==> config.mk <==
export PLATFORM = sky130hd
export DESIGN_NAME = sram_write_arbiter_flat
export DESIGN_NICKNAME = d
export VERILOG_FILES = /design/src/rtl/sram_write_arbiter_if.sv /design/src/rtl/sram_write_arbiter.sv /design/src/flat_wrapper.sv
export SDC_FILE = /design/constraint.sdc
export NUM_CORES = 1
export LEC_CHECK = 0
export BUFFER_PORTS_ARGS = -buffer_cell sky130_fd_sc_hd__buf_2
export CAP_MARGIN = 20
export CORE_ASPECT_RATIO = 2
export CORE_MARGIN = 4
export CORE_UTILIZATION = 47
export CTS_CLUSTER_SIZE = 8
export DETAILED_ROUTE_END_ITERATION = 6
export PLACE_DENSITY = 0.77
export SKIP_CTS_REPAIR_TIMING = 1
export SKIP_LAST_GASP = 1
export SLEW_MARGIN = 20
export SYNTH_ARGS = -nofsm -noshare
export SYNTH_HDL_FRONTEND = slang
export SYNTH_SLANG_ARGS = --single-unit
==> constraint.sdc <==
create_clock -name wb_clk -period 3 [get_ports wb_clk]
set_input_delay 0.45 -clock wb_clk [delete_from_list [all_inputs] [get_ports wb_clk]]
set_output_delay 0.45 -clock wb_clk [all_outputs]
set_load 0.01 [all_outputs]
==> src/rtl/sram_write_arbiter_if.sv <==
// Wishbone write-master bus between the SRAM write arbiter and the SRAM slave.
interface sram_write_arbiter_if;
  logic [31:0] wb_adr_o;
  logic [31:0] wb_dat_o;
  logic [3:0]  wb_sel_o;
  logic        wb_we_o;
  logic        wb_cyc_o;
  logic        wb_stb_o;
  logic        wb_ack_i;
  logic        wb_err_i;

  modport master (
    output wb_adr_o, wb_dat_o, wb_sel_o, wb_we_o, wb_cyc_o, wb_stb_o,
    input  wb_ack_i, wb_err_i
  );

  modport slave (
    input  wb_adr_o, wb_dat_o, wb_sel_o, wb_we_o, wb_cyc_o, wb_stb_o,
    output wb_ack_i, wb_err_i
  );
endinterface

==> src/rtl/sram_write_arbiter.sv <==
// Round-robin arbiter sharing one Wishbone write port between NUM_CH fifo-drain
// channels, each writing into its own circular SRAM region.
module sram_write_arbiter #(
  parameter int unsigned NUM_CH    = 2,
  parameter int unsigned BUF_WORDS = 16,
  parameter int unsigned OFS_W     = $clog2(BUF_WORDS)
) (
  input  logic                   wb_clk,
  input  logic                   wb_rst,
  input  logic [NUM_CH-1:0]      ch_start,
  input  logic [NUM_CH*32-1:0]   ch_data,
  input  logic [NUM_CH*32-1:0]   ch_base,
  input  logic [NUM_CH-1:0]      ch_clear,
  output logic [NUM_CH-1:0]      ch_done,
  output logic [NUM_CH-1:0]      ch_wrap,
  output logic [NUM_CH-1:0]      ch_overrun,
  output logic [NUM_CH-1:0]      ch_err,
  sram_write_arbiter_if.master   wb,
  output logic                   busy
);

  localparam int unsigned CH_W = (NUM_CH > 1) ? $clog2(NUM_CH) : 1;

  typedef enum logic {IDLE, WRITE} state_t;

  state_t            state;
  logic [NUM_CH-1:0] pending;
  logic [31:0]       data_q [NUM_CH];
  logic [OFS_W-1:0]  offset [NUM_CH];
  logic [CH_W-1:0]   rr_ptr;
  logic [CH_W-1:0]   gnt;
  logic [CH_W-1:0]   next_gnt;
  logic [CH_W-1:0]   cand;
  logic              next_vld;

  // First pending channel strictly after rr_ptr, wrapping back onto rr_ptr itself last.
  always_comb begin
    next_gnt = rr_ptr;
    next_vld = 1'b0;
    cand     = '0;
    for (int unsigned k = 1; k <= NUM_CH; k++) begin
      cand = CH_W'((32'(rr_ptr) + k) % NUM_CH);
      if (!next_vld && pending[cand]) begin
        next_vld = 1'b1;
        next_gnt = cand;
      end
    end
  end

  assign busy = (state != IDLE) || (|pending);

  always_ff @(posedge wb_clk) begin
    if (wb_rst) begin
      state       <= IDLE;
      pending     <= '0;
      rr_ptr      <= CH_W'(NUM_CH - 1);
      gnt         <= '0;
      ch_done     <= '0;
      ch_wrap     <= '0;
      ch_overrun  <= '0;
      ch_err      <= '0;
      wb.wb_adr_o <= '0;
      wb.wb_dat_o <= '0;
      wb.wb_sel_o <= '0;
      wb.wb_we_o  <= 1'b0;
      wb.wb_cyc_o <= 1'b0;
      wb.wb_stb_o <= 1'b0;
      for (int unsigned i = 0; i < NUM_CH; i++) begin
        data_q[i] <= '0;
        offset[i] <= '0;
      end
    end else begin
      ch_done <= '0;
      ch_wrap <= '0;

      for (int unsigned i = 0; i < NUM_CH; i++) begin
        if (ch_start[i]) begin
          if (!pending[i]) begin
            pending[i] <= 1'b1;
            data_q[i]  <= ch_data[32*i +: 32];
          end else begin
            ch_overrun[i] <= 1'b1;
          end
        end
      end

      case (state)
        IDLE: begin
          if (next_vld) begin
            wb.wb_adr_o <= ch_base[next_gnt*32 +: 32] + 32'({offset[next_gnt], 2'b00});
            wb.wb_dat_o <= data_q[next_gnt];
            wb.wb_sel_o <= 4'hF;
            wb.wb_we_o  <= 1'b1;
            wb.wb_cyc_o <= 1'b1;
            wb.wb_stb_o <= 1'b1;
            gnt         <= next_gnt;
            rr_ptr      <= next_gnt;
            state       <= WRITE;
          end
        end
        WRITE: begin
          if (wb.wb_ack_i || wb.wb_err_i) begin
            wb.wb_sel_o  <= '0;
            wb.wb_we_o   <= 1'b0;
            wb.wb_cyc_o  <= 1'b0;
            wb.wb_stb_o  <= 1'b0;
            pending[gnt] <= 1'b0;
            ch_done[gnt] <= 1'b1;
            state        <= IDLE;
            if (wb.wb_err_i) begin
              ch_err[gnt] <= 1'b1;
            end else if (!ch_clear[gnt]) begin
              offset[gnt] <= offset[gnt] + OFS_W'(1);
              if (offset[gnt] == '1) ch_wrap[gnt] <= 1'b1;
            end
          end
        end
        default: state <= IDLE;
      endcase

      // Clear is applied last so it overrides a same-cycle offset advance or flag set.
      for (int unsigned i = 0; i < NUM_CH; i++) begin
        if (ch_clear[i]) begin
          offset[i]     <= '0;
          ch_overrun[i] <= 1'b0;
          ch_err[i]     <= 1'b0;
        end
      end
    end
  end

endmodule
==> src/flat_wrapper.sv <==
// flat-port wrapper written by rule: the top's interface ports become plain ports
module sram_write_arbiter_flat 
#(
  parameter int unsigned NUM_CH    = 2,
  parameter int unsigned BUF_WORDS = 16,
  parameter int unsigned OFS_W     = $clog2(BUF_WORDS)
)
  (wb_clk, wb_rst, ch_start, ch_data, ch_base, ch_clear, ch_done, ch_wrap, ch_overrun, ch_err, busy, wb_wb_adr_o, wb_wb_dat_o, wb_wb_sel_o, wb_wb_we_o, wb_wb_cyc_o, wb_wb_stb_o, wb_wb_ack_i, wb_wb_err_i);
  sram_write_arbiter_if wb_i ();
  input  logic wb_clk;
  input  logic wb_rst;
  input  logic [NUM_CH-1:0] ch_start;
  input  logic [NUM_CH*32-1:0] ch_data;
  input  logic [NUM_CH*32-1:0] ch_base;
  input  logic [NUM_CH-1:0] ch_clear;
  output logic [NUM_CH-1:0] ch_done;
  output logic [NUM_CH-1:0] ch_wrap;
  output logic [NUM_CH-1:0] ch_overrun;
  output logic [NUM_CH-1:0] ch_err;
  output logic busy;
  output wire logic [$bits(wb_i.wb_adr_o)-1:0] wb_wb_adr_o;
  output wire logic [$bits(wb_i.wb_dat_o)-1:0] wb_wb_dat_o;
  output wire logic [$bits(wb_i.wb_sel_o)-1:0] wb_wb_sel_o;
  output wire logic [$bits(wb_i.wb_we_o)-1:0] wb_wb_we_o;
  output wire logic [$bits(wb_i.wb_cyc_o)-1:0] wb_wb_cyc_o;
  output wire logic [$bits(wb_i.wb_stb_o)-1:0] wb_wb_stb_o;
  input wire logic [$bits(wb_i.wb_ack_i)-1:0] wb_wb_ack_i;
  input wire logic [$bits(wb_i.wb_err_i)-1:0] wb_wb_err_i;
  assign wb_wb_adr_o = wb_i.wb_adr_o;
  assign wb_wb_dat_o = wb_i.wb_dat_o;
  assign wb_wb_sel_o = wb_i.wb_sel_o;
  assign wb_wb_we_o = wb_i.wb_we_o;
  assign wb_wb_cyc_o = wb_i.wb_cyc_o;
  assign wb_wb_stb_o = wb_i.wb_stb_o;
  assign wb_i.wb_ack_i = wb_wb_ack_i;
  assign wb_i.wb_err_i = wb_wb_err_i;
  sram_write_arbiter #(.NUM_CH(NUM_CH), .BUF_WORDS(BUF_WORDS), .OFS_W(OFS_W)) u_core (.wb_clk(wb_clk), .wb_rst(wb_rst), .ch_start(ch_start), .ch_data(ch_data), .ch_base(ch_base), .ch_clear(ch_clear), .ch_done(ch_done), .ch_wrap(ch_wrap), .ch_overrun(ch_overrun), .ch_err(ch_err), .wb(wb_i), .busy(busy));
endmodule
Word-level counts from Yosys, hierarchy flattened
Memories as Yosys holds them, arrays and structs flattened. A register that Yosys moved wholly into a read port is not among the register bits.
Index checks and enable logic that the tools add are counted.
{ "totals": {"reg_bits": 50, "latchBits": 0, "mem_bits_rw": 72, "mem_bits_ro": 0, "elab_cells": 107, "n_memories": 2} }
{ "op_classes": {"addsub": 4, "mul": 0, "n_div": 0, "order_cmp": 4, "eq_ne": 3, "shifts": 1, "n_mux": 55, "n_bitwise": 10, "reduce_logical": 15} }
{ "mem_list": {"columns": ["name", "words", "width", "read_ports", "rd_clocked_by_memory_dff", "wr", "line_no", "source"], "rows": [
  ["u_core.data_q", 2, 32, 1, 1, 2, "sram_write_arbiter.sv:28", "logic [31:0] data_q [NUM_CH];"],
  ["u_core.offset", 2, 4, 2, 1, 3, "sram_write_arbiter.sv:29", "logic [OFS_W-1:0] offset [NUM_CH];"]
]} }
{ "ops": {"columns": ["op", "count"], "rows": [
  ["$mux W32", 2],
  ["$shiftx A64 B7 Y32", 1],
  ["$mux W1", 43],
  ["$add A32 B6 Y32", 1],
  ["$mux W4", 4],
  ["$pmux W4 S2", 1],
  ["$reduce_and A2 Y1", 4],
  ["$lt A1 B2 Y1 const B", 3],
  ["$reduce_or A2 Y1", 3],
  ["$reduce_or A6 Y1", 1],
  ["$add A4 B1 Y4 const B", 1],
  ["$eq A4 B4 Y1 const B", 1],
  ["$mux W2", 2],
  ["$or A1 B1 Y1", 4],
  ["$pmux W1 S2", 2],
  ["$not A1 Y1", 3],
  ["$reduce_and A3 Y1", 1],
  ["$reduce_or A3 Y1", 1],
  ["$add A1 B1 Y1 const B", 2],
  ["$and A2 B2 Y2", 1],
  ["$logic_and A1 B1 Y1", 2],
  ["$logic_or A1 B1 Y1", 2],
  ["$ne A2 B1 Y1 const B", 1],
  ["$ne A2 B2 Y1 const B", 1],
  ["5 further kinds", 5]
]} }

Logic depth before layout (Yosys ltp)
Gate-level depths: netlist (run 1).
{ "depth": {"word_depth": 10, "depth_mapped": 15} }

Worst setup path before layout (run 1)
Ideal clock, no wire load.
{ "synth_timing": {"path_type": "flip-flop to flip-flop", "from": "reg u_core.rr_ptr", "to": "reg u_core.wb.wb_adr_o[20]", "setup_time_ps": 130, "t_arrival_ps": 2976, "slack_ps": -106, "stages_incl_launch_ff": 16, "path_buffers": 3, "path_cell_list": "dfxtp_1 nor2b_4 nor2_1 buf_2 buf_2 buf_2 nand2_1 nand2_1 ha_1 fa_1 nand3_1 nand2_1 a32oi_2 nor3_1 mux2i_1 o21ai_0"} }
{ "synth_between": {"elab_chain_cells": 9, "word_cells_on_any_way": 16} }
{ "synth_rtl": {"columns": ["item", "line_no", "source"], "rows": [
  ["start, declared", "sram_write_arbiter.sv:30", "logic [CH_W-1:0] rr_ptr;"],
  ["start signal, assigned", "sram_write_arbiter.sv:56", "rr_ptr <= CH_W'(NUM_CH - 1);"],
  ["start signal, assigned", "sram_write_arbiter.sv:97", "rr_ptr <= next_gnt;"],
  ["$add A1 B1 Y1", "sram_write_arbiter.sv:42", "cand = CH_W'((32'(rr_ptr) + k) % NUM_CH);"],
  ["$mux W1 (implied by the code) (2 in series)", "sram_write_arbiter.sv:43", "if (!next_vld && pending[cand]) begin"],
  ["$mux W1", "sram_write_arbiter.sv:43", null],
  ["$logic_not A1 Y1", "sram_write_arbiter.sv:43", null],
  ["$logic_and A1 B1 Y1", "sram_write_arbiter.sv:43", null],
  ["$mux W1", "sram_write_arbiter.sv:43", null],
  ["$shiftx A64 B7 Y32 or $mem_v2 Z2 W4 (tied branches)", null, null],
  ["$add A32 B6 Y32", "sram_write_arbiter.sv:90", "wb.wb_adr_o <= ch_base[next_gnt*32 +: 32] + 32'({offset[next_gnt], 2'b00});"],
  ["end signal, assigned", "sram_write_arbiter.sv:90", null],
  ["end, declared", "sram_write_arbiter_if.sv:13", "output wb_adr_o, wb_dat_o, wb_sel_o, wb_we_o, wb_cyc_o, wb_stb_o,"]
]} }
Several ways; a longest one is shown, not always the timed one. The select of a mux whose other input is x is not followed.
A chain may end at the register's enable or synchronous reset.

Worst setup path after layout (run 1)
{ "layout_timing": {"from": "reg u_core.pending[0]", "to": "reg u_core.wb.wb_adr_o[26]"} }
{ "layout_between": {"elab_chain_cells": 8, "word_cells_on_any_way": 14} }
{ "layout_rtl": {"columns": ["item", "line_no", "source"], "rows": [
  ["start, declared", "sram_write_arbiter.sv:27", "logic [NUM_CH-1:0] pending;"],
  ["start signal, assigned", "sram_write_arbiter.sv:55", "pending <= '0;"],
  ["start signal, assigned by index", "sram_write_arbiter.sv:79", "pending[i] <= 1'b1;"],
  ["start signal, assigned by index", "sram_write_arbiter.sv:107", "pending[gnt] <= 1'b0;"],
  ["$mux W1 (implied by the code) (2 in series)", "sram_write_arbiter.sv:43", null],
  ["$mux W1", "sram_write_arbiter.sv:43", null],
  ["$logic_not A1 Y1", "sram_write_arbiter.sv:43", null],
  ["$logic_and A1 B1 Y1", "sram_write_arbiter.sv:43", null],
  ["$mux W1", "sram_write_arbiter.sv:43", null],
  ["$shiftx A64 B7 Y32 or $mem_v2 Z2 W4 (tied branches)", null, null],
  ["$add A32 B6 Y32", "sram_write_arbiter.sv:90", null]
]} }
Several ways; a longest one is shown, not always the timed one. The select of a mux whose other input is x is not followed.

==> results of run 1 <==
[through the flow]
stage	instance area (sq um)	setup WS [ns]	utilization, %	std cells	power (W)
4_1_cts	9140	0.0920	59.8	1181	0.00584
2_1_floorplan	7310	0.0128	-	772	0.00325
3_3_place_gp	8550	0.210	55.9	1149	0.00368
3_5_place_dp	8550	0.133	55.9	1149	0.00371
5_1_grt	9170	0.0362	59.9	1183	0.00608
6_report	9170	0.191	59.9	1183	0.00579
[cells in the final DEF, fill, tap and decap left out, types with 3 or more instances in the layout]
cell type and instances:
a21oi_1 35, and3_1 13, buf_4 16, a21boi_0 3, xor2_1 8, nand2_1 156
dfxtp_2 3, o21ai_1 3, buf_2 215, a311oi_1 34, or3_1 5, inv_6 5
nor3_1 22, xnor2_1 5, clkinv_1 3, o211ai_1 3, clkbuf_16 17, o21ai_0 14
and2_1 66, a31oi_1 7, mux2i_1 21, mux2_2 5, dfxtp_1 76, nand3_1 24
inv_1 3, ha_1 5, a211oi_1 7, nand2b_1 3, o22ai_1 3, nor2_1 62
nor4_1 4, nand4_1 11, edfxtp_1 72
[power breakdown]
| part | leakage (nW) | switching (W) | internal [W] | total [W] |
|---|---|---|---|---|
| sequential | 1.43 | 0.000110 | 0.00239 | 0.00250 |
| combinational | 2.19 | 0.000717 | 0.000446 | 0.00116 |
| clock | 0.280 | 0.000873 | 0.00126 | 0.00213 |
| total | 3.90 | 0.00170 | 0.00409 | 0.00579 |
[synth_stat cells (3+ instances only)]
cell,n
buf_2,11
o22ai_1,3
a311oi_1,34
o21ai_0,14
buf_4,9
o211ai_1,3
nor3_1,22
mux2i_1,21
and2_1,66
nor4_1,4
nand3_1,24
inv_1,3
xnor2_1,5
ha_1,5
edfxtp_1,72
nand4_1,11
a211oi_1,8
o21ai_1,3
nand2b_1,3
nor2_1,64
clkbuf_1,31
or3_1,5
dfxtp_1,79
mux2_2,5
xor2_1,8
and3_1,13
a31oi_1,7
nand2_1,157
a21boi_0,3
a21oi_1,36
[registers in the layout (all words and copies together) (netlist names), named ones only]
signal              cells
u_core.state            1
u_core.ch_err           2
u_core.ch_overrun       2
u_core.offset           8
u_core.data_q          64
u_core.ch_wrap          2
u_core.wb.wb_sel_o      1
u_core.ch_done          2
u_core.rr_ptr           1
u_core.wb.wb_adr_o     32
u_core.gnt              1
u_core.wb.wb_dat_o     32
u_core.pending          2
[worst max-delay path by stage]
stage | cells past startpoint | slack (ns) | endpoint
6_report | 13 | 0.19 | u_core.wb.wb_adr_o[26]$_SDFFE_PP0P_
5_1_grt | 13 | 0.04 | u_core.wb.wb_adr_o[24]$_SDFFE_PP0P_
4_1_cts | 12 | 0.09 | u_core.wb.wb_adr_o[20]$_SDFFE_PP0P_
3_5_place_dp | 12 | 0.13 | u_core.wb.wb_adr_o[26]$_SDFFE_PP0P_
3_3_place_gp | 11 | 0.21 | u_core.wb.wb_adr_o[31]$_SDFFE_PP0P_
2_1_floorplan | 15 | 0.01 | u_core.wb.wb_adr_o[20]$_SDFFE_PP0P_
[logic make-up (layout without fill, tap and decap cells)]
| kind of cell | Yosys count | in the layout | share of synthesized area (%) |
|---|---|---|---|
| and+or+nand+nor | 385 | 385 | 25.7 |
| buffers and inverters | 57 | 269 | 3.59 |
| DFF | 151 | 151 | 51.4 |
| other | 0 | 1 | 0 |
| xor gates and xnor gates | 13 | 13 | 1.56 |
| muxes | 27 | 27 | 3.81 |
| AOI/OAI and AO/OA | 133 | 133 | 12.9 |
| adders and majority gates | 6 | 6 | 1.13 |
[layout make-up]
class                   count  area (sq um)  area share (%)
multi-input cells         564          3330            36.3
diodes                      1          2.50          0.0273
flip-flops and latches    151          3750            40.9
repair buffers            233          1240            13.5
inverters                   4          15.0           0.164
clock buffers              19           443            4.83
well taps                 198           248            2.70
clock inverters            13           144            1.57
[routing by layer]
metal | wire length, um | global-route usage [%] | vias up
met5 | 0 | 0 | -
met4 | 971 | 13.8 | 0
met3 | 1220 | 4.04 | 68
met2 | 11600 | 43.5 | 292
met1 | 6980 | 23.4 | 3064
li1 | - | - | 3176
==> results.md, run 1 <==
Setup path:
- For this run, the slowest stage of the critical path takes 0.41 ns.
- The endpoint kind of the worst setup timing path is a flop.
- In this run the register-to-register setup slack is 0.19 ns.
- The startpoint identified for the worst register-to-register timing path is u_core.pending[0]$_SDFF_PP0_.
- The gate family responsible for the most delay along the worst path is simple AND/OR/NAND/NOR gates.
- The cell occurring most often along the worst timing path is nand2_1.
- Data arrives at the worst endpoint at 3.09 ns.
- The cell with the largest stage delay on the worst path is fa_1.
- In this run the worst path has a maximum fanout of 10.
- The number of buffers and inverters on the critical path is 1.
- At the worst endpoint, the required time is 3.29 ns.
- The reg-to-reg critical path endpoint is u_core.wb.wb_adr_o[26]$_SDFFE_PP0P_.
- Walking the worst path, the cells encountered are nand2b_2, nand2_2, nand2_1, nand2_1, ha_1, fa_1, nand3_1, nand2_1, a32oi_4, buf_12, nor3_1, mux2i_1, o21ai_0.
- The critical path is of the reg2reg type.
- The element type at the critical path start is a flop.
- In this run the worst setup path begins at u_core.pending[0]$_SDFF_PP0_.
- Measured in cells, the most critical reg-to-reg path has a length of 13.

Logic synthesis:
- The total standard cell area after synthesis is 7290 sq um.
- The largest total area in the synthesized netlist belongs to edfxtp_1.
- The netlist uses 63 different library cells.
- Synthesis produced a netlist with a net count of 914.
- The instance count of the mapped netlist is 772.
- The synthesis warning total is 0.
- The part of the Yosys area used for sequential elements is 51.4%.
- The proportion of register bits with asynchronous set or reset after synthesis is 0%.
- In this run, synthesis inferred 72 flip-flops with an integrated enable.
- By area the synthesized netlist is led by edfxtp_1, dfxtp_1, nand2_1.
- A synthesized cell averages 9.44 sq um.
- Among all flip-flop cells after synthesis, the most frequent one is dfxtp_1.
- The flip-flop and latch count after synthesis is 151.
- The portion of synthesized cell area occupied by the leading cell type is 29.7%.

Timing:
- At the pin with the least slew margin, the transition time is 0.823 ns.
- Setup repair after global routing left no endpoint under its margin.
- The final clock period utilization by the worst path is 93.6%.
- For this run, the top clock speed supported by timing is 0.356 GHz.
- The final sum of negative setup slack is 0 ns.
- The count of endpoints failing hold in the final timing report is 0.
- The tightest hold margin is 0.262 ns.
- After layout, the minimum clock period comes to 2.81 ns.
- The final setup violation count is 0.
- The final setup skew is 0.00843 ns.
- The tightest slew margin relative to the limit is 44.9%.
- The number of pins exceeding their max-slew limit in the final report is 0.

GRT:
- The number of global-route vias before repair is 6494.
- After global routing the overflow that remains totals 0.
- The wire length of the first global-routing pass is 31800 um.
- The pin count of the biggest net entering global routing is 98.
- The initial antenna violation count is 1.
- In the global route stage, overall resource usage came out at 23.4%.

Route:
- The number of DRC violations after detailed routing is 0.
- The final wirelength is 20800 um.
- The routed layout has 6600 vias.
- The average via count per standard cell is 5.58.
- The first detailed-routing pass ran for 5 iterations.
- The average detailed-routed wire length per instance is 17.6 um.
- The starting DRC count in detailed routing is 336.
- The count of nets left with antenna violations once routing finished came out at 0.

Worst hold path:
- The worst hold path startpoint is ch_clear[0].
- Counting instances, the worst hold path has a depth of 2.
- The worst hold endpoint is u_core.ch_err[0]$_SDFFE_PP0P_.
- The class of the most critical hold timing path is in2reg.

CTS:
- Clock-pin slew was measured on the worst setup and hold paths at 0.06 ns.
- The CTS tree is done.
- The worst-skew pair later-pin latency is 0.42 ns.
- Clock tree synthesis found a total of 151 sinks.
- The H-tree depth reported by CTS is 4.
- The number of buffers on the longest clock path is 2.
- In this run, CTS created clock tree buffers numbering 17.
- CTS placed an instance of clkbuf_16 at the clock tree root.

Run status:
- The flow ran to the end, and the final reports show no timing, DRC or antenna violations.

Floorplanning:
- The die span in y is 184 um.
- The initial utilization of the core area, before any placement, comes to 47.7%.
- In this run the standard cell core region covers 15300 sq um.
- After floorplanning, the core was divided into 64 placement rows.
- The overall die area is 17700 sq um.
- Measured along the x axis, the die boundary spans 96.1 um.
- For this design the top-level I/O count stands at 216.

Cells and area:
- In the final layout, the share of cells above drive strength 1 is 29.4%.
- Counting the fill cells in the layout gives 1353.
- The count of nets after finishing is 1113.
- Compared with the post-synthesis result, the final layout area differs by 25.8%.

Pwr:
- In this run the power density over the cells is 632 nW/um^2.
- The reported leakage power is 3.90 nW.
- IR analysis of the VDD net gives a maximum drop of 0.593 mV.

Place:
- The number of buffers added on ports is 215.
- The post-DP HPWL is 15200 um.
- The final weighted congestion in routability-driven placement is 0.959.

Flow run:
- The number of violations of the max-capacitance limit is 0.
No activity file was read; power rests on OpenSTA's default activity.
==> run 2, diff against run 1 <==
--- a/config.mk
+++ b/config.mk
@@ -9,10 +9,10 @@
 export CAP_MARGIN = 20
 export CORE_ASPECT_RATIO = 2
 export CORE_MARGIN = 4
-export CORE_UTILIZATION = 47
+export CORE_UTILIZATION = 52
 export CTS_CLUSTER_SIZE = 8
 export DETAILED_ROUTE_END_ITERATION = 6
-export PLACE_DENSITY = 0.77
+export PLACE_DENSITY = 0.8
 export SKIP_CTS_REPAIR_TIMING = 1
 export SKIP_LAST_GASP = 1
 export SLEW_MARGIN = 20
==> constraint.sdc (replaced) <==
create_clock -name wb_clk -period 3.2 [get_ports wb_clk]
set_input_delay 0.48 -clock wb_clk [delete_from_list [all_inputs] [get_ports wb_clk]]
set_output_delay 0.48 -clock wb_clk [all_outputs]
set_load 0.01 [all_outputs]
==> run 2 against run 1 <==
Compared with the run above:
- non-clock buffer count is 2 lower
- worst hold slack gained 0.045 ns
- final cell count shrank 1.0%
- first-iteration DRC count up 30%
- highest routed layer unchanged
==> results.md, run 2 (same netlist as run 1, synthesis figures left out) <==
Timing:
- The maximum operating frequency is 0.352 GHz (-1.1%).
- The number of pins exceeding their max-slew limit in the final report came to 0 (unchanged).
- The final clock period utilization by the worst path is 88.8% (-4.8 points).
- The tightest slew margin relative to the limit is 31.7% (-13 points).
- The final sum of negative setup slack is 0 ns (unchanged).
- Setup repair after global routing left no endpoint under its margin.
- The final setup skew is 0.0148 ns (+0.00641 ns).
- The clock period minus final worst setup slack is 2.84 ns (+0.0326 ns).
- The final setup violation count is 0 (unchanged).
- The least setup slack across all paths after layout is 0.358 ns (+0.167 ns).
- The count of endpoints failing hold in the final timing report is 0 (unchanged).
- The measured slew at the worst slew-check pin is 1.02 ns (+0.201 ns).

Setup path:
- Traced cell by cell, the critical path runs through nand2b_2, nand2_2, nand2_1, nand2_1, ha_1, fa_1, nand3_1, nand2_1, a32oi_2, buf_4, nor3_1, mux2i_1, o21ai_0.
- The biggest fanout along the worst timing path was 10 (unchanged).
- The worst setup path is of the reg2reg kind.
- The sum of buffers and inverters on the critical path is 1 (unchanged).
- The data required time at the worst endpoint was 3.46 ns (+0.17 ns).
- The cell family contributing the most delay on the critical path is simple AND/OR/NAND/NOR gates.
- The data arrival time at the worst-slack endpoint is 3.10 ns (about the same).
- The register-to-register setup slack came to 0.36 ns (+0.17 ns).
- The largest stage delay on the critical path was 0.48 ns (+0.07 ns).
- The cell with the largest stage delay on the worst path is dfxtp_1.
- Counting stages on the worst path, the most repeated cell is nand2_1.
- STA classifies the critical path startpoint as a flop.
- STA classifies the critical path endpoint as a flop.

Route:
- The length of routed met3 wiring is 1370 um (+13%).
- The via total after detailed routing came to 6648 (+0.73%).
- The met2 wirelength from detailed routing is 11000 um (-5.8%).
- The highest metal layer carrying signal wires in the routed design is met4.
- The final wirelength is 20600 um (-1.2%).
- The number of detailed-routing iterations run before antenna repair was 5 (unchanged).
- The number of DRC violations after detailed routing is 0 (unchanged).
- The average via count per standard cell is 5.68 (+1.8%).
- The count of antenna-violating nets left after detailed routing is 0 (unchanged).
- The routed metal-1 wire length is 7040 um (+0.89%).
- The starting DRC count in detailed routing came to 436 (+30%).
- The average detailed-routed wire length per instance is 17.6 um (-0.20%).

Cells and area:
- The count of nets after finishing is 1111 (-0.18%).
- The final standard cell count with taps included and fillers excluded was 1171 (-1.0%).
- The largest registers in the layout are u_core.data_q x64, u_core.wb.wb_adr_o x32, u_core.wb.wb_dat_o x32.
- The flip-flop count of the largest register after layout is 64 (unchanged).
- The register with the most flip-flops is u_core.data_q.
- The library cells used most frequently in the layout, excluding fill and tap cells, are buf_2, nand2_1, dfxtp_1, edfxtp_1, and2_1.
- The share of cells above drive strength 1 is 29.2% (-0.14 points).
- The most common library cell in the layout ignoring fill and taps is buf_2.
- The area growth from synthesis to layout is 25.3%.
- The count of antenna diodes in the layout is 0 (-1).

Flow run:
- The number of violations of the max-capacitance limit came to 0 (unchanged).

Floorplanning:
- The die span in y is 175 um (-4.7%).
- The initial core utilization is 52.8% (+5.1 points).
- The die boundary width was 91.7 um (-4.5%).
- The I/O pin count is 216 (unchanged).
- The placeable core region came to 13800 sq um (-9.7%).
- The overall die area is 16100 sq um (-9.0%).
- The standard-cell row count is 61 (-4.7%).

Pwr:
- The peak supply drop came to 0.433 mV (-27%).
- The power per cell area was 605 nW/um^2 (-4.3%).
- The overall power consumption is 0.00553 W (-4.6%).
- The reported leakage power is 3.91 nW (+0.32%).

Run status:
- The flow ran to the end, and the final reports show no timing, DRC or antenna violations.

CTS:
- The worst-skew pair later-pin latency is 0.42 ns (about the same).
- The number of buffers on the longest clock path came to 2 (unchanged).
- TritonCTS built the clock tree.
- The number of buffers added by the clock tree synthesis step is 17 (unchanged).
- The clock-pin transition on the worst setup and hold timing paths is 0.06 ns (about the same).
- The H-tree depth reported by CTS was 4 (unchanged).
- The cell sitting at the root of the clock tree is a clkbuf_16.
- The TritonCTS sink count is 151 (unchanged).

GRT:
- The total congestion overflow after global routing came to 0 (unchanged).
- The total global-route track usage is 25.1% (+1.7 points).
- The pin count of the biggest net entering global routing is 98 (unchanged).
- The wire length of the first global-routing pass is 31900 um (+0.22%).
- The number of global-route vias before repair is 6466 (-0.43%).
- The initial antenna violation count is 0 (-1).

Place:
- The worst-case setup slack after placement is 0.307 ns (+0.174 ns).
- The number of placed instances with taps included is 1139 (-0.87%).
- The final weighted congestion in routability-driven placement is 0.963 (+0.38%).
- The number of buffers added on ports is 215 (unchanged).
- The post-DP HPWL was 14700 um (-3.2%).

Worst hold path:
- The class of the most critical hold timing path is in2reg.
-- run 2: worst register-to-register path: cells and delay by family, from the launching register on --
family	cells	cell delay, ns
buffers and inverters	1	0.21
AOI/OAI and AO/OA	2	0.31
muxes	1	0.16
and+or+nand+nor	7	0.90
adders and majority gates	2	0.65
DFF	1	0.48
-- run 2: worst paths after layout --
path	start	end	cells past startpoint
min	ch_clear[0]	u_core.ch_err[0]$_SDFFE_PP0P_	2
max reg2reg	u_core.pending[0]$_SDFF_PP0_	u_core.wb.wb_adr_o[24]$_SDFFE_PP0P_	13
max	u_core.pending[0]$_SDFF_PP0_	u_core.wb.wb_adr_o[24]$_SDFFE_PP0P_	13
min reg2reg	u_core.wb.wb_adr_o[12]$_SDFFE_PP0P_	u_core.wb.wb_adr_o[12]$_SDFFE_PP0P_	2
-- run 2: through the flow --
stage	cell area [sq um]	hold WS (ns)	utilization, %
2_1_floorplan	7290	0.465	-
4_1_cts	9130	0.292	66.1
3_3_place_gp	8500	0.435	61.6
5_1_grt	9140	0.304	66.1
3_5_place_dp	8500	0.441	61.6
6_report	9140	0.307	66.1
-- run 2: per-layer routing --
metal / vias to the layer above / global-route usage (%)
li1: 3168 / -
met1: 3072 / 26.1
met2: 327 / 45.9
met3: 81 / 3.99
met4: 0 / 16.1
met5: - / 0
-- run 2: area by class of cell --
| class | instances | area (sq um) |
|---|---|---|
| clock buffers | 18 | 439 |
| multi-input cells | 564 | 3320 |
| repair buffers | 231 | 1200 |
| inverters | 4 | 15.0 |
| flip-flops and latches | 151 | 3740 |
| clock inverters | 14 | 184 |
| well taps | 189 | 236 |
| fillers | 1182 | 4680 |
-- run 2: where the power goes --
part           switching, W  total [W]  internal, W
sequential         0.000102    0.00234      0.00224
clock              0.000889    0.00210      0.00121
combinational      0.000672    0.00108     0.000412
==> run 3, diff against run 2 <==
--- a/config.mk
+++ b/config.mk
@@ -12,7 +12,7 @@
 export CORE_UTILIZATION = 52
 export CTS_CLUSTER_SIZE = 8
 export DETAILED_ROUTE_END_ITERATION = 6
-export PLACE_DENSITY = 0.8
+export PLACE_DENSITY = 0.81
 export SKIP_CTS_REPAIR_TIMING = 1
 export SKIP_LAST_GASP = 1
 export SLEW_MARGIN = 20
==> run 3 against run 2 <==
Compared with the run above:
- non-clock buffer count fell by 2
- die area did not move
- register-to-register slack got worse by 0.06 ns
- maximum frequency fell by 1.9%
- sequential power barely moved
- sequential share of layout area rose by 0.14 points
- flip-flop and latch count did not move
- first-iteration DRC count fell by 20%
- utilization fell by 0.20 points
- setup slack got worse by 0.056 ns
- wire length fell by 2.1%
- combinational power barely moved
- critical path type unchanged
- critical endpoint is now u_core.wb.wb_adr_o[28]$_SDFFE_PP0P_
==> results.md, run 3 (same netlist as run 1, synthesis figures left out) <==
Place:
- The number of placed instances with taps included is 1136 (-0.26%).
- The cell area after placement is 8490 sq um (-0.12%).
- The final weighted congestion in routability-driven placement is 0.919 (-4.6%).
- The worst-case setup slack after placement is 0.0449 ns (-0.262 ns).
- The post-DP HPWL is 14400 um (-1.9%).
- The number of buffers added on ports came to 215 (unchanged).

Floorplanning:
- The placeable core region is 13800 sq um (unchanged).
- The standard-cell row count is 61 (unchanged).
- The overall die area is 16100 sq um (unchanged).
- The die span in y is 175 um (unchanged).
- The I/O pin count was 216 (unchanged).
- The initial core utilization is 52.8% (unchanged).
- The die boundary width is 91.7 um (unchanged).

Cells and area:
- The count of nets after finishing is 1109 (-0.18%).
- The final non-filler cell area is 9110 sq um (-0.30%).
- Leaving out fill and tap cells, the most frequent cells in the layout are buf_2, nand2_1, dfxtp_1, edfxtp_1, and2_1.
- The number of fill cells is 1094 (-7.4%).
- The share of cells above drive strength 1 is 29.0% (-0.22 points).
- The flip-flop count of the largest register after layout is 64 (unchanged).
- The largest registers in the layout are u_core.data_q x64, u_core.wb.wb_adr_o x32, u_core.wb.wb_dat_o x32.
- The register with the most flip-flops is u_core.data_q.
- The final standard cell count with taps included and fillers excluded is 1169 (-0.17%).
- Leaving out fill and tap cells, the most frequent cell in the layout is buf_2.
- The area growth from synthesis to layout is 25.0%.
- The post-route core utilization was 65.9% (-0.20 points).

Setup path:
- In this run the critical register-to-register path is captured at u_core.wb.wb_adr_o[28]$_SDFFE_PP0P_.
- The launching element of the worst setup path is u_core.pending[0]$_SDFF_PP0_.
- The register-to-register setup slack is 0.30 ns (-0.06 ns).
- The worst register-to-register path begins at u_core.pending[0]$_SDFF_PP0_.
- STA classifies the critical path endpoint as a flop.
- The data arrival time at the worst-slack endpoint is 3.16 ns (+0.06 ns).
- The data required time at the worst endpoint is 3.46 ns (about the same).
- The biggest fanout along the worst timing path is 13 (+3).
- The type of the setup path with the least slack is reg2reg.
- The length in cells of the worst reg-to-reg path is 13 (unchanged).
- The worst setup path is launched from a flop.

Timing:
- The final setup violation count is 0 (unchanged).
- The clock period minus final worst setup slack is 2.90 ns (+0.0563 ns).
- The final setup skew came to 0.00937 ns (-0.00547 ns).
- The number of pins exceeding their max-slew limit in the final report came to 0 (unchanged).
- The measured slew at the worst slew-check pin is 0.985 ns (-0.0393 ns).
- Setup repair after global routing left no endpoint under its margin.
- The count of endpoints failing hold in the final timing report came to 0 (unchanged).
- The final clock period utilization by the worst path came to 90.6% (+1.8 points).
- The least setup slack across all paths after layout is 0.302 ns (-0.0563 ns).
- The maximum operating frequency was 0.345 GHz (-1.9%).
- The tightest slew margin relative to the limit is 34.4% (+2.6 points).
- The final sum of negative setup slack is 0 ns (unchanged).

CTS:
- The H-tree depth reported by CTS is 4 (unchanged).
- The number of buffers on the longest clock path came to 2 (unchanged).
- The tree is rooted in a clkbuf_16.
- The worst-skew pair later-pin latency was 0.41 ns (about the same).
- The number of buffers added by the clock tree synthesis step is 17 (unchanged).
- The TritonCTS sink count is 151 (unchanged).
- The clock-pin transition on the worst setup and hold timing paths is 0.07 ns (about the same).
- The CTS tree is done.

Route:
- The via total after detailed routing is 6580 (-1.0%).
- The number of DRC violations after detailed routing was 0 (unchanged).
- The average via count per standard cell is 5.63 (-0.85%).
- The final wirelength is 20100 um (-2.1%).
- The starting DRC count in detailed routing is 347 (-20%).
- The count of antenna-violating nets left after detailed routing came to 0 (unchanged).
- The average detailed-routed wire length per instance came to 17.2 um (-1.9%).
- The number of detailed-routing iterations run before antenna repair is 5 (unchanged).

Worst hold path:
- The cell depth of the worst hold path is 2 (unchanged).
- The worst hold path startpoint is ch_clear[0].
- The class of the most critical hold timing path is in2reg.
- The worst hold endpoint is u_core.ch_err[0]$_SDFFE_PP0P_.

GRT:
- The number of global-route vias before repair is 6556 (+1.4%).
- The total global-route track usage was 24.3% (-0.78 points).
- The wire length of the first global-routing pass is 31200 um (-2.1%).
- The total congestion overflow after global routing came to 0 (unchanged).
- The pin count of the biggest net entering global routing is 98 (unchanged).
- The initial antenna violation count was 1 (+1).

Run status:
- The run finished with clean final reports.

Pwr:
- The reported leakage power is 3.87 nW (-1.1%).
- The power per cell area is 588 nW/um^2 (-2.8%).
- The peak supply drop was 0.418 mV (-3.4%).

Flow run:
- The number of violations of the max-capacitance limit came to 0 (unchanged).
## run 3: cell count changes in the layout (fill, tap and decap cells not counted), sizes merged
cell	previous run	this run
clkinvlp	0	3
buf	231	229
bufinv	2	1
clkbuf	18	17
clkinv	5	4
diode	0	1
inv	11	10
## run 3: cell type report
type	instances	area (sq um)	area share (%)
Clock inverter	14	140	1.54
Antenna cell	1	2.50	0.0275
Tap cell	189	236	2.60
Inverter	4	15.0	0.165
Clock buffer	17	425	4.67
Sequential cell	151	3740	41.1
Timing Repair Buffer	229	1210	13.2
Multi-Input combinational cell	564	3340	36.6
## run 3: how the worst max path moves through the flow
| stage | endpoint | slack (ns) | cells after the start |
|---|---|---|---|
| after floorplan | u_core.wb.wb_adr_o[20]$_SDFFE_PP0P_ | 0.09 | 15 |
| after global placement | u_core.wb.wb_adr_o[22]$_SDFFE_PP0P_ | 0.18 | 12 |
| after detailed placement | u_core.wb.wb_adr_o[22]$_SDFFE_PP0P_ | 0.04 | 12 |
| after CTS | u_core.wb.wb_adr_o[22]$_SDFFE_PP0P_ | 0.03 | 12 |
| after global routing | u_core.wb.wb_adr_o[28]$_SDFFE_PP0P_ | 0.06 | 13 |
| final | u_core.wb.wb_adr_o[28]$_SDFFE_PP0P_ | 0.30 | 13 |
## run 3: stage by stage
stage          total power, W  hold WS (ns)
3_5_place_dp          0.00345         0.442
2_1_floorplan         0.00304         0.465
6_report              0.00536         0.301
3_3_place_gp          0.00343         0.436
5_1_grt               0.00561         0.295
4_1_cts               0.00538         0.292
## run 3: metal layers
metal	global-route usage [%]	vias up	routed length (um)	part of all wire [%]
met5	0	-	0	0
met4	16.0	0	1280	6.4
met3	5.06	89	1460	7.3
met2	44.1	319	10600	52
met1	24.7	3021	6830	34
li1	-	3151	-	-
## run 3: critical path, cell delays in order, from the launching register on
cell	delay (ns)
dfxtp_1	0.45
nor2b_4	0.08
nor2_4	0.30
nand2_1	0.09
nand2_1	0.07
ha_1	0.20
fa_1	0.23
nand3_1	0.17
a211oi_2	0.28
a32oi_4	0.09
buf_12	0.20
nor4_2	0.29
mux2i_1	0.21
o21ai_1	0.08
## run 3: power by group
part           internal [W]  switching [W]  total (W)
Clock               0.00109       0.000846    0.00193
Sequential          0.00224       0.000102    0.00234
Combinational      0.000411       0.000669    0.00108
